===== src/rtl/reduceron_io_uart_pkg.sv =====
// Shared definitions for the Reduceron IO-to-UART console sink.
package reduceron_io_uart_pkg;

  typedef enum logic [1:0] {
    IO_TX_IDLE  = 2'd0,
    IO_TX_START = 2'd1,
    IO_TX_DATA  = 2'd2,
    IO_TX_STOP  = 2'd3
  } tx_state_t;

  localparam logic [14:0] PUTCHAR_ADDR_DEFAULT = 15'd0;

  localparam int RESULT_VALUE_MSB = 17;
  localparam int RESULT_VALUE_LSB = 3;
  localparam int RESULT_TAG_MSB   = 2;
  localparam int RESULT_TAG_LSB   = 0;

endpackage


===== src/rtl/reduceron_io_uart_if.sv =====
// Reduceron core IO-write / finish port as seen by downstream sinks.
interface reduceron_io_uart_if;
  logic        iowrite;
  logic [14:0] ioaddr;
  logic [14:0] iowd;
  logic        finish;
  logic [17:0] result;

  modport master (output iowrite, ioaddr, iowd, finish, result);
  modport slave  (input  iowrite, ioaddr, iowd, finish, result);
endinterface


===== src/rtl/reduceron_io_uart_tx.sv =====
// 8N1 serialiser: start bit, eight data bits LSB first, one stop bit.
module uart_tx_8n1
  import reduceron_io_uart_pkg::*;
#(
  parameter int CLKS_PER_BIT = 434
) (
  input  logic       clock,
  input  logic       reset,
  input  logic       valid,
  input  logic [7:0] data,
  output logic       ready,
  output logic       uart_tx,
  output logic       idle,
  output logic       frame_end
);

  localparam int CNT_W = $clog2(CLKS_PER_BIT);
  localparam logic [CNT_W-1:0] CNT_LAST = CNT_W'(CLKS_PER_BIT - 1);

  tx_state_t        state, state_n;
  logic [CNT_W-1:0] cnt, cnt_n;
  logic [2:0]       idx, idx_n;
  logic [7:0]       shift, shift_n;
  logic             tx_n;
  logic             last;

  assign last  = (cnt == CNT_LAST);
  assign ready = (state == IO_TX_IDLE);
  assign idle  = ready;

  always_comb begin
    state_n   = state;
    cnt_n     = cnt + CNT_W'(1);
    idx_n     = idx;
    shift_n   = shift;
    frame_end = 1'b0;
    case (state)
      IO_TX_IDLE: begin
        cnt_n = '0;
        if (valid) begin
          shift_n = data;
          state_n = IO_TX_START;
        end
      end
      IO_TX_START: begin
        if (last) begin
          state_n = IO_TX_DATA;
          cnt_n   = '0;
          idx_n   = 3'd0;
        end
      end
      IO_TX_DATA: begin
        if (last) begin
          cnt_n   = '0;
          shift_n = {1'b0, shift[7:1]};
          if (idx == 3'd7) state_n = IO_TX_STOP;
          else             idx_n   = idx + 3'd1;
        end
      end
      IO_TX_STOP: begin
        if (last) begin
          state_n   = IO_TX_IDLE;
          cnt_n     = '0;
          frame_end = 1'b1;
        end
      end
      default: state_n = IO_TX_IDLE;
    endcase
    // Line level is registered from the next state so the pin never glitches.
    case (state_n)
      IO_TX_START: tx_n = 1'b0;
      IO_TX_DATA:  tx_n = shift_n[0];
      default:     tx_n = 1'b1;
    endcase
  end

  always_ff @(posedge clock) begin
    if (reset) begin
      state   <= IO_TX_IDLE;
      cnt     <= '0;
      idx     <= 3'd0;
      uart_tx <= 1'b1;
    end else begin
      state   <= state_n;
      cnt     <= cnt_n;
      idx     <= idx_n;
      uart_tx <= tx_n;
    end
  end

  always_ff @(posedge clock) begin
    shift <= shift_n;
  end

endmodule


===== src/rtl/reduceron_io_uart.sv =====
// Console sink: filters putchar writes into a FIFO, drains them over UART,
// and latches the core's final result.
module reduceron_io_uart
  import reduceron_io_uart_pkg::*;
#(
  parameter int          CLKS_PER_BIT = 434,
  parameter int          FIFO_LOG2    = 4,
  parameter logic [14:0] PUTCHAR_ADDR = PUTCHAR_ADDR_DEFAULT
) (
  input  logic                  clock,
  input  logic                  reset,
  reduceron_io_uart_if.slave    core,
  output logic                  uart_tx,
  output logic                  tx_busy,
  output logic                  overflow,
  output logic [7:0]            dropped,
  output logic [7:0]            other_writes,
  output logic                  done,
  output logic [14:0]           result_value,
  output logic [2:0]            result_tag
);

  localparam int DEPTH = 1 << FIFO_LOG2;
  localparam logic [FIFO_LOG2:0] PTR_ONE = (FIFO_LOG2 + 1)'(1);

  function automatic logic [7:0] sat_inc(input logic [7:0] v);
    return (v == 8'hFF) ? v : v + 8'd1;
  endfunction

  logic [7:0]         mem [DEPTH];
  logic [FIFO_LOG2:0] wr_ptr, rd_ptr, wr_ptr_n, rd_ptr_n;
  logic               empty, full, latched;
  logic               put_hit, other_hit, push, pop, drop;
  logic               tx_ready, tx_idle, tx_frame_end, busy_n;

  assign empty = (wr_ptr == rd_ptr);
  assign full  = (wr_ptr[FIFO_LOG2] != rd_ptr[FIFO_LOG2]) &&
                 (wr_ptr[FIFO_LOG2-1:0] == rd_ptr[FIFO_LOG2-1:0]);

  assign put_hit   = core.iowrite && !latched && (core.ioaddr == PUTCHAR_ADDR);
  assign other_hit = core.iowrite && !latched && (core.ioaddr != PUTCHAR_ADDR);

  // A full FIFO still accepts a push when the head leaves in the same cycle.
  assign pop  = !empty && tx_ready;
  assign push = put_hit && (!full || pop);
  assign drop = put_hit && !push;

  assign wr_ptr_n = push ? wr_ptr + PTR_ONE : wr_ptr;
  assign rd_ptr_n = pop  ? rd_ptr + PTR_ONE : rd_ptr;

  // Busy reflects the post-edge picture: queued bytes or a frame still on the wire.
  assign busy_n = (wr_ptr_n != rd_ptr_n) || pop || (!tx_idle && !tx_frame_end);

  uart_tx_8n1 #(.CLKS_PER_BIT(CLKS_PER_BIT)) u_tx (
    .clock     (clock),
    .reset     (reset),
    .valid     (!empty),
    .data      (mem[rd_ptr[FIFO_LOG2-1:0]]),
    .ready     (tx_ready),
    .uart_tx   (uart_tx),
    .idle      (tx_idle),
    .frame_end (tx_frame_end)
  );

  always_ff @(posedge clock) begin
    if (push) mem[wr_ptr[FIFO_LOG2-1:0]] <= core.iowd[7:0];
  end

  always_ff @(posedge clock) begin
    if (reset) begin
      wr_ptr       <= '0;
      rd_ptr       <= '0;
      overflow     <= 1'b0;
      dropped      <= 8'd0;
      other_writes <= 8'd0;
      latched      <= 1'b0;
      done         <= 1'b0;
      tx_busy      <= 1'b0;
      result_value <= 15'd0;
      result_tag   <= 3'd0;
    end else begin
      wr_ptr  <= wr_ptr_n;
      rd_ptr  <= rd_ptr_n;
      tx_busy <= busy_n;
      if (drop) begin
        overflow <= 1'b1;
        dropped  <= sat_inc(dropped);
      end
      if (other_hit) other_writes <= sat_inc(other_writes);
      if (core.finish && !latched) begin
        latched      <= 1'b1;
        result_value <= core.result[RESULT_VALUE_MSB:RESULT_VALUE_LSB];
        result_tag   <= core.result[RESULT_TAG_MSB:RESULT_TAG_LSB];
      end
      done <= done || (latched && empty && tx_idle);
    end
  end

endmodule


===== src/flat_wrapper.sv =====
// flat-port wrapper written by rule: the top's interface ports become plain ports
module reduceron_io_uart_flat import reduceron_io_uart_pkg::*;
#(
  parameter int          CLKS_PER_BIT = 434,
  parameter int          FIFO_LOG2    = 4,
  parameter logic [14:0] PUTCHAR_ADDR = PUTCHAR_ADDR_DEFAULT
)
  (clock, reset, uart_tx, tx_busy, overflow, dropped, other_writes, done, result_value, result_tag, core_iowrite, core_ioaddr, core_iowd, core_finish, core_result);
  reduceron_io_uart_if core_i ();
  input  logic clock;
  input  logic reset;
  output logic uart_tx;
  output logic tx_busy;
  output logic overflow;
  output logic [7:0] dropped;
  output logic [7:0] other_writes;
  output logic done;
  output logic [14:0] result_value;
  output logic [2:0] result_tag;
  input wire logic [$bits(core_i.iowrite)-1:0] core_iowrite;
  input wire logic [$bits(core_i.ioaddr)-1:0] core_ioaddr;
  input wire logic [$bits(core_i.iowd)-1:0] core_iowd;
  input wire logic [$bits(core_i.finish)-1:0] core_finish;
  input wire logic [$bits(core_i.result)-1:0] core_result;
  assign core_i.iowrite = core_iowrite;
  assign core_i.ioaddr = core_ioaddr;
  assign core_i.iowd = core_iowd;
  assign core_i.finish = core_finish;
  assign core_i.result = core_result;
  reduceron_io_uart #(.CLKS_PER_BIT(CLKS_PER_BIT), .FIFO_LOG2(FIFO_LOG2), .PUTCHAR_ADDR(PUTCHAR_ADDR)) u_core (.clock(clock), .reset(reset), .core(core_i), .uart_tx(uart_tx), .tx_busy(tx_busy), .overflow(overflow), .dropped(dropped), .other_writes(other_writes), .done(done), .result_value(result_value), .result_tag(result_tag));
endmodule

===== config.mk =====
export PLATFORM = sky130hd
export DESIGN_NAME = reduceron_io_uart_flat
export DESIGN_NICKNAME = d
export VERILOG_FILES = /design/src/rtl/reduceron_io_uart_pkg.sv /design/src/rtl/reduceron_io_uart_if.sv /design/src/rtl/reduceron_io_uart_tx.sv /design/src/rtl/reduceron_io_uart.sv /design/src/flat_wrapper.sv
export SDC_FILE = /design/constraint.sdc
export NUM_CORES = 1
export LEC_CHECK = 0
export ABC_AREA = 1
export CORE_MARGIN = 3
export CORE_UTILIZATION = 50
export CTS_CLUSTER_DIAMETER = 40
export CTS_CLUSTER_SIZE = 12
export DETAILED_ROUTE_END_ITERATION = 7
export HOLD_SLACK_MARGIN = 0.03
export PLACE_DENSITY_LB_ADDON = 0.1
export SLEW_MARGIN = 40
export SYNTH_ARGS = -nofsm -noshare
export SYNTH_HDL_FRONTEND = slang
export SYNTH_SLANG_ARGS = --single-unit

===== constraint.sdc =====
create_clock -name clock -period 2.55 [get_ports clock]
set_clock_uncertainty 0.05 [all_clocks]
set_input_delay 0.6375 -clock clock [delete_from_list [all_inputs] [get_ports clock]]
set_output_delay 0.6375 -clock clock [all_outputs]
set_load 0.005 [all_outputs]

== After elaboration in Yosys (flattened, before gate mapping) ==
Memories as Yosys holds them, arrays and structs flattened. A register that Yosys moved wholly into a read port is not among the register bits.
Cells that the tools add are included.
Widths: inputs -> output; s select.

* Memories kept: 1
* Bits in latches: 0
* Output and inout bits: 38
* Memory bits (read-only): 0
* Register bits: 71
* Input bits: 52
* Logic and storage cells: 96
* RAM bits: 128

{| class="wikitable"
|+ Memory list
! name !! depth !! bits a word !! read ports !! clocked after memory_dff !! write ports !! RTL line !! text
|-
| u_core.mem || 16 || 8 || 1 || 1 || 1 || reduceron_io_uart.sv:30 || <nowiki>logic [7:0] mem [DEPTH];</nowiki>
|}

* Multiply operators: 0
* Equality and inequality tests: 17
* Mux-type cells: 23
* Div/mod/pow operators: 0
* Bitwise logic cells: 2
* Reductions and logical operators: 31
* Shifts and indexed selects: 0
* Order comparisons: 0
* Add/sub/neg operators: 6

{| class="wikitable"
|+ Operators by type and width
! kind !! number
|-
| $pmux 9 s2 || 1
|-
| $add 8x1->8 const B || 2
|-
| $eq 8x8->1 const B || 2
|-
| $mux 8 || 2
|-
| $pmux 8 s2 || 1
|-
| $logic_not 15->1 || 1
|-
| $reduce_bool 15->1 || 1
|-
| $logic_and 1x1->1 || 11
|-
| $add 5x1->5 const B || 2
|-
| $mux 2 || 5
|-
| $mux 5 || 2
|-
| $add 9x1->9 const B || 1
|-
| $eq 9x9->1 const B || 1
|-
| $mux 3 || 3
|-
| $mux 9 || 1
|-
| $ne 2x2->1 const B || 4
|-
| $pmux 2 s4 || 1
|-
| $eq 2x2->1 const B || 3
|-
| $logic_not 1->1 || 6
|-
| $pmux 3 s2 || 1
|-
| $eq 5x5->1 || 1
|-
| $ne 5x5->1 || 1
|-
| $eq 2x1->1 const B || 2
|-
| $eq 4x4->1 || 1
|-
| 14 further kinds || 23
|}

== Logic depth before layout (Yosys ltp) ==
* Word-level depth: 9
* Gate-level depth with buffers: 16
* Depth with buffers taken out: 15

== Modules after synthesis ==
Synthesis repeated with hierarchy kept, for this count alone.

* Cells, all modules: 835
* Area, all modules: 8453.1 um^2

{| class="wikitable"
|+ Modules (own cells, without submodules)
! module !! area each (um^2) !! seq. area each (um^2) !! cells each !! instances
|-
| reduceron_io_uart || 7345.8 || 4804.6 || 702 || 1
|-
| uart_tx_8n1 || 1107.3 || 530.5 || 133 || 1
|}

== Worst setup path after synthesis ==
Ideal clock, no wire load.

* Path type: input port to flip-flop
* Start: input port core_ioaddr[7]
* End: memory u_core.mem[3][0] (enable)
* Stages: 9
* Required time: 2.130 ns
* Setup time: 0.370 ns
* Setup slack: 0.276 ns
* Data arrival time: 1.854 ns
* Buffers on the path: 0
* Cells stage by stage: nor2_1 nand2_1 nor2_1 nand2_1 nor2_4 nand2_4 inv_2 nand2_1 nor2_1

* Word-level cells in the longest chain between the ends: 5

{| class="wikitable"
|+ Ends and longest elaborated chain
! what !! RTL line !! text
|-
| from (decl) || flat_wrapper.sv:21 || <nowiki>input wire logic [$bits(core_i.ioaddr)-1:0] core_ioaddr;</nowiki>
|-
| $logic_not 15->1 || reduceron_io_uart.sv:40 || <nowiki>assign put_hit = core.iowrite && !latched && (core.ioaddr == PUTCHAR_ADDR);</nowiki>
|-
| $logic_and 1x1->1 || reduceron_io_uart.sv:40 ||
|-
| $logic_and 1x1->1 || reduceron_io_uart.sv:45 || <nowiki>assign push = put_hit && (!full || pop);</nowiki>
|-
| $mux 1 || reduceron_io_uart.sv:66 || <nowiki>if (push) mem[wr_ptr[FIFO_LOG2-1:0]] <= core.iowd[7:0];</nowiki>
|-
| $mux 1 (not written as such) || reduceron_io_uart.sv:66 ||
|-
| to (decl) || reduceron_io_uart.sv:30 ||
|}

No other way between the ends.

== Final worst setup path ==
* Start: input port core_ioaddr[5]
* End: memory u_core.mem[4][2] (enable)

Same word-level chain as after synthesis.

==> summary.md <==
| Metric | Value |
|---|---|
| Status | `complete, no violations` |
| Seq pwr share | `approximately 42%` |
| Commonest non-fill, non-tap cell in the layout | `nor2_1` |
| First drt pass iteration count | `5` |
| Synthesis-to-layout area growth | `21.9%` |
| H-tree depth | `4` |
| Int Power | `a little over 6 mW` |
| # resized after CTS | `0` |
| Drt via density | `about 5.4` |
| Syn Area/Cell | `approximately 10 µm²` |
| Synth Net Count | `888` |
| Root Driver | `clkbuf_16` |
| Largest net degree at the start of global routing | `37` |
| Final period util | `between 80% and 90%` |
| Initial drt markers | `around 370` |
| Die area | `around 18,000 µm²` |
| Post-route cell area | `between 10,000 and 15,000 µm²` |
| Number of global-route vias before repair | `~6k` |
| Die height | `roughly 140 µm` |
| Number of post-CTS setup repair buffers | `0` |
| Sw frac | `about a third` |
| Worst Hold Depth | `2` |
| Logic pwr share | `between 20 and 30%` |
| Register area share after synthesis | `between 60% and 70%` |
| Remaining antenna violation count | `0` |
| Crit start category | `input pin` |
| CTS Hold Buffers Added | `0` |
| Post-synth EDFFs | `around 140` |
| Final Non-Filler Cells | `1,163` |
| Crit path DAT | `between 2 and 2.5 ns` |
| Synth unique cells | `41` |
| Bufs on Longest Clock Path | `2` |
| Element type at the critical path end | `register` |
| Leakage Power | `about 3.8 nW` |
| Share of flip-flops with an asynchronous set or reset | `0%` |
| Skew-Pair Late Insertion Delay | `around 0.42 ns` |
| Initial core utilization | `a little over 50%` |
| Unrepaired setup endpoints after global routing | `no` |
| Post-place setup slack | `-0.125 ns` |
| Post-route setup slack | `0.330 ns` |
| Layout Utilization | `63.3%` |
| Residual DRC | `0` |
| PwrDens | `~900 nW/µm²` |
| Mapped Cells | `about 830` |
| Core area | `roughly 16,000 µm²` |
| Drt total wl | `about 19 mm` |
| Final setup violation count | `0` |
| Layout cell share with drive strength beyond 1 | `11.5%` |
| Crit path required time | `between 2 and 3 ns` |
| Highest Clock Rate | `450 MHz` |
| Overall die width | `136 µm` |
| Sw Pwr | `between 2 and 3 mW` |
| Clock power frac | `roughly 29%` |
| Ant. Diodes | `0` |
| IO buf count | `between 80 and 90` |
| Max-slew violations | `0` |
| Most frequent cells in the layout | `nor2_1, edfxtp_1, nand2_1` |
| Primary FF master, synth | `edfxtp_1` |
| Setup TNS | `0 ns` |
| #FFs+latches synth | `199` |
| Dpl cell area | `~9700 µm²` |
| GR Overflow Total | `0` |
| CTS tree | `yes` |
| Yosys warnings | `0` |
| Rel. slew slack | `between 40 and 50%` |
| VDD IR max | `about 0.55 mV` |
| Mapped Area | `around 8400 µm²` |
| Number of CTS-inserted buffers | `17` |
| # IOs | `90` |
| Detailed Place HPWL | `about 13 mm` |
| Crit-path max FO | `5` |
| Initial antenna violation count | `0` |
| Placer's final routability congestion estimate | `a little under 0.9` |
| GRT Util Overall | `21.4%` |
| Via count | `~6.3k` |
| Clk pin slew, worst setup/hold paths | `~0.06 ns` |
| Routed wire per std cell | `approximately 17 µm` |
| Clock Sinks | `just under 200` |
| Cells on worst reg2reg path | `16` |
| Tightest Pin Transition | `approximately 0.78 ns` |
| Max Cap Viol | `0` |
| Hold crit path type | `reg2reg` |
| First-pass GRT wire length | `roughly 30 mm` |
| Row cnt | `46` |
| Final hold viol count | `0` |
| NumNets Final | `997` |
| CP Class | `in2reg` |
| Minimum clock period | `about 2.2 ns` |
| Number of placed instances, taps included | `about 1.1k` |
layer usage:
metal / vias to the layer above / track usage [%] / routed length [µm]
li1: 3066 / - / -
met1: 3019 / 26.8 / 8370
met2: 183 / 36.8 / 9530
met3: 14 / 5.72 / 1220
met4: 0 / 6.10 / 216
met5: - / 0 / 0
kinds of logic (layout without fill, tap and decap cells):
| kind of cell | count (synthesis) | count (layout) | share of synthesized area, % |
|---|---|---|---|
| buffers and inverters | 86 | 208 | 4.04 |
| and+or+nand+nor | 354 | 354 | 18.7 |
| DFF | 199 | 199 | 63.5 |
| xor gates and xnor gates | 7 | 7 | 0.730 |
| adders and majority gates | 11 | 11 | 1.64 |
| AOI/OAI and AO/OA | 168 | 168 | 11.4 |
final timing paths:
| kind | start | endpoint | slack, ns |
|---|---|---|---|
| min reg2reg | u_core.done | u_core.done | 0.41 |
| max reg2reg | u_core.rd_ptr[2] | u_core.tx_busy | 0.34 |
| max | core_ioaddr[5] | u_core.mem[4][2] | 0.33 |
| min | u_core.done | u_core.done | 0.41 |
worst max-delay path: stages:
cell             delay (ns)
clkdlybuf4s50_1        0.40
nor2_1                 0.10
nand2_1                0.06
nor2_1                 0.15
nand2_1                0.13
nor2_4                 0.13
nand2_4                0.08
inv_2                  0.08
nand2_1                0.13
nor2_1                 0.21
buf_4                  0.19
metrics by stage:
| stage | power [mW] | hold WS [ns] |
|---|---|---|
| floorplan | 5.56 | 0.384 |
| global placement | 6.33 | 0.394 |
| detailed placement | 6.42 | 0.407 |
| CTS | 9.02 | 0.417 |
| global route | 9.43 | 0.455 |
| finish | 8.96 | 0.414 |
power by group through the flow:
stage / registers (mW) / logic (mW) / clock network [mW]
final: 3.78 / 2.59 / 2.59
after floorplan: 3.78 / 1.78 / 0
after global routing: 3.80 / 2.86 / 2.77
after detailed placement: 3.85 / 2.58 / 0
after CTS: 3.78 / 2.59 / 2.65
after global placement: 3.83 / 2.49 / 0
cell usage after synthesis (3+ instances only):
| cell | number | area share, % |
|---|---|---|
| a22o_1 | 6 | 0.63 |
| xor2_1 | 4 | 0.42 |
| o21ai_0 | 95 | 5.7 |
| o221ai_1 | 13 | 1.4 |
| nor2_2 | 4 | 0.30 |
| inv_2 | 14 | 0.63 |
| xnor2_1 | 3 | 0.31 |
| clkbuf_1 | 21 | 0.94 |
| o211ai_1 | 3 | 0.27 |
| dfxtp_1 | 64 | 15 |
| edfxtp_1 | 135 | 48 |
| inv_1 | 38 | 1.7 |
| a21oi_1 | 23 | 1.4 |
| o22ai_1 | 18 | 1.3 |
| nor4_1 | 3 | 0.22 |
| a31oi_1 | 3 | 0.22 |
| nor2_1 | 166 | 7.4 |
| o21a_1 | 3 | 0.27 |
| nand2_1 | 109 | 4.9 |
| nand2_2 | 8 | 0.60 |
| buf_1 | 4 | 0.18 |
| buf_2 | 5 | 0.30 |
| o21ai_1 | 3 | 0.18 |
| nor3_1 | 6 | 0.36 |
| ha_1 | 11 | 1.6 |
| nand2_4 | 4 | 0.54 |
| nand3_1 | 39 | 2.3 |
area by class of cell:
cell class | count | area [µm²]
Clock buffer | 23 | 510
Clock inverter | 9 | 71.3
Fill cell | 1299 | 5930
Inverter | 54 | 205
Multi-Input combinational cell | 540 | 2730
Sequential cell | 199 | 5340
Tap cell | 216 | 270
Timing Repair Buffer | 122 | 1120
state kept, by name, summed over array words and instances, names as in the netlist:
name / count
u_core.done: 1
u_core.dropped: 8
u_core.latched: 1
u_core.mem: 128
u_core.other_writes: 8
u_core.overflow: 1
u_core.rd_ptr: 5
u_core.result_tag: 3
u_core.result_value: 15
u_core.tx_busy: 1
u_core.u_tx.cnt: 9
u_core.u_tx.idx: 3
u_core.u_tx.shift: 8
u_core.u_tx.state: 2
u_core.u_tx.uart_tx: 1
u_core.wr_ptr: 5
Power figures use the tool's default switching activity.
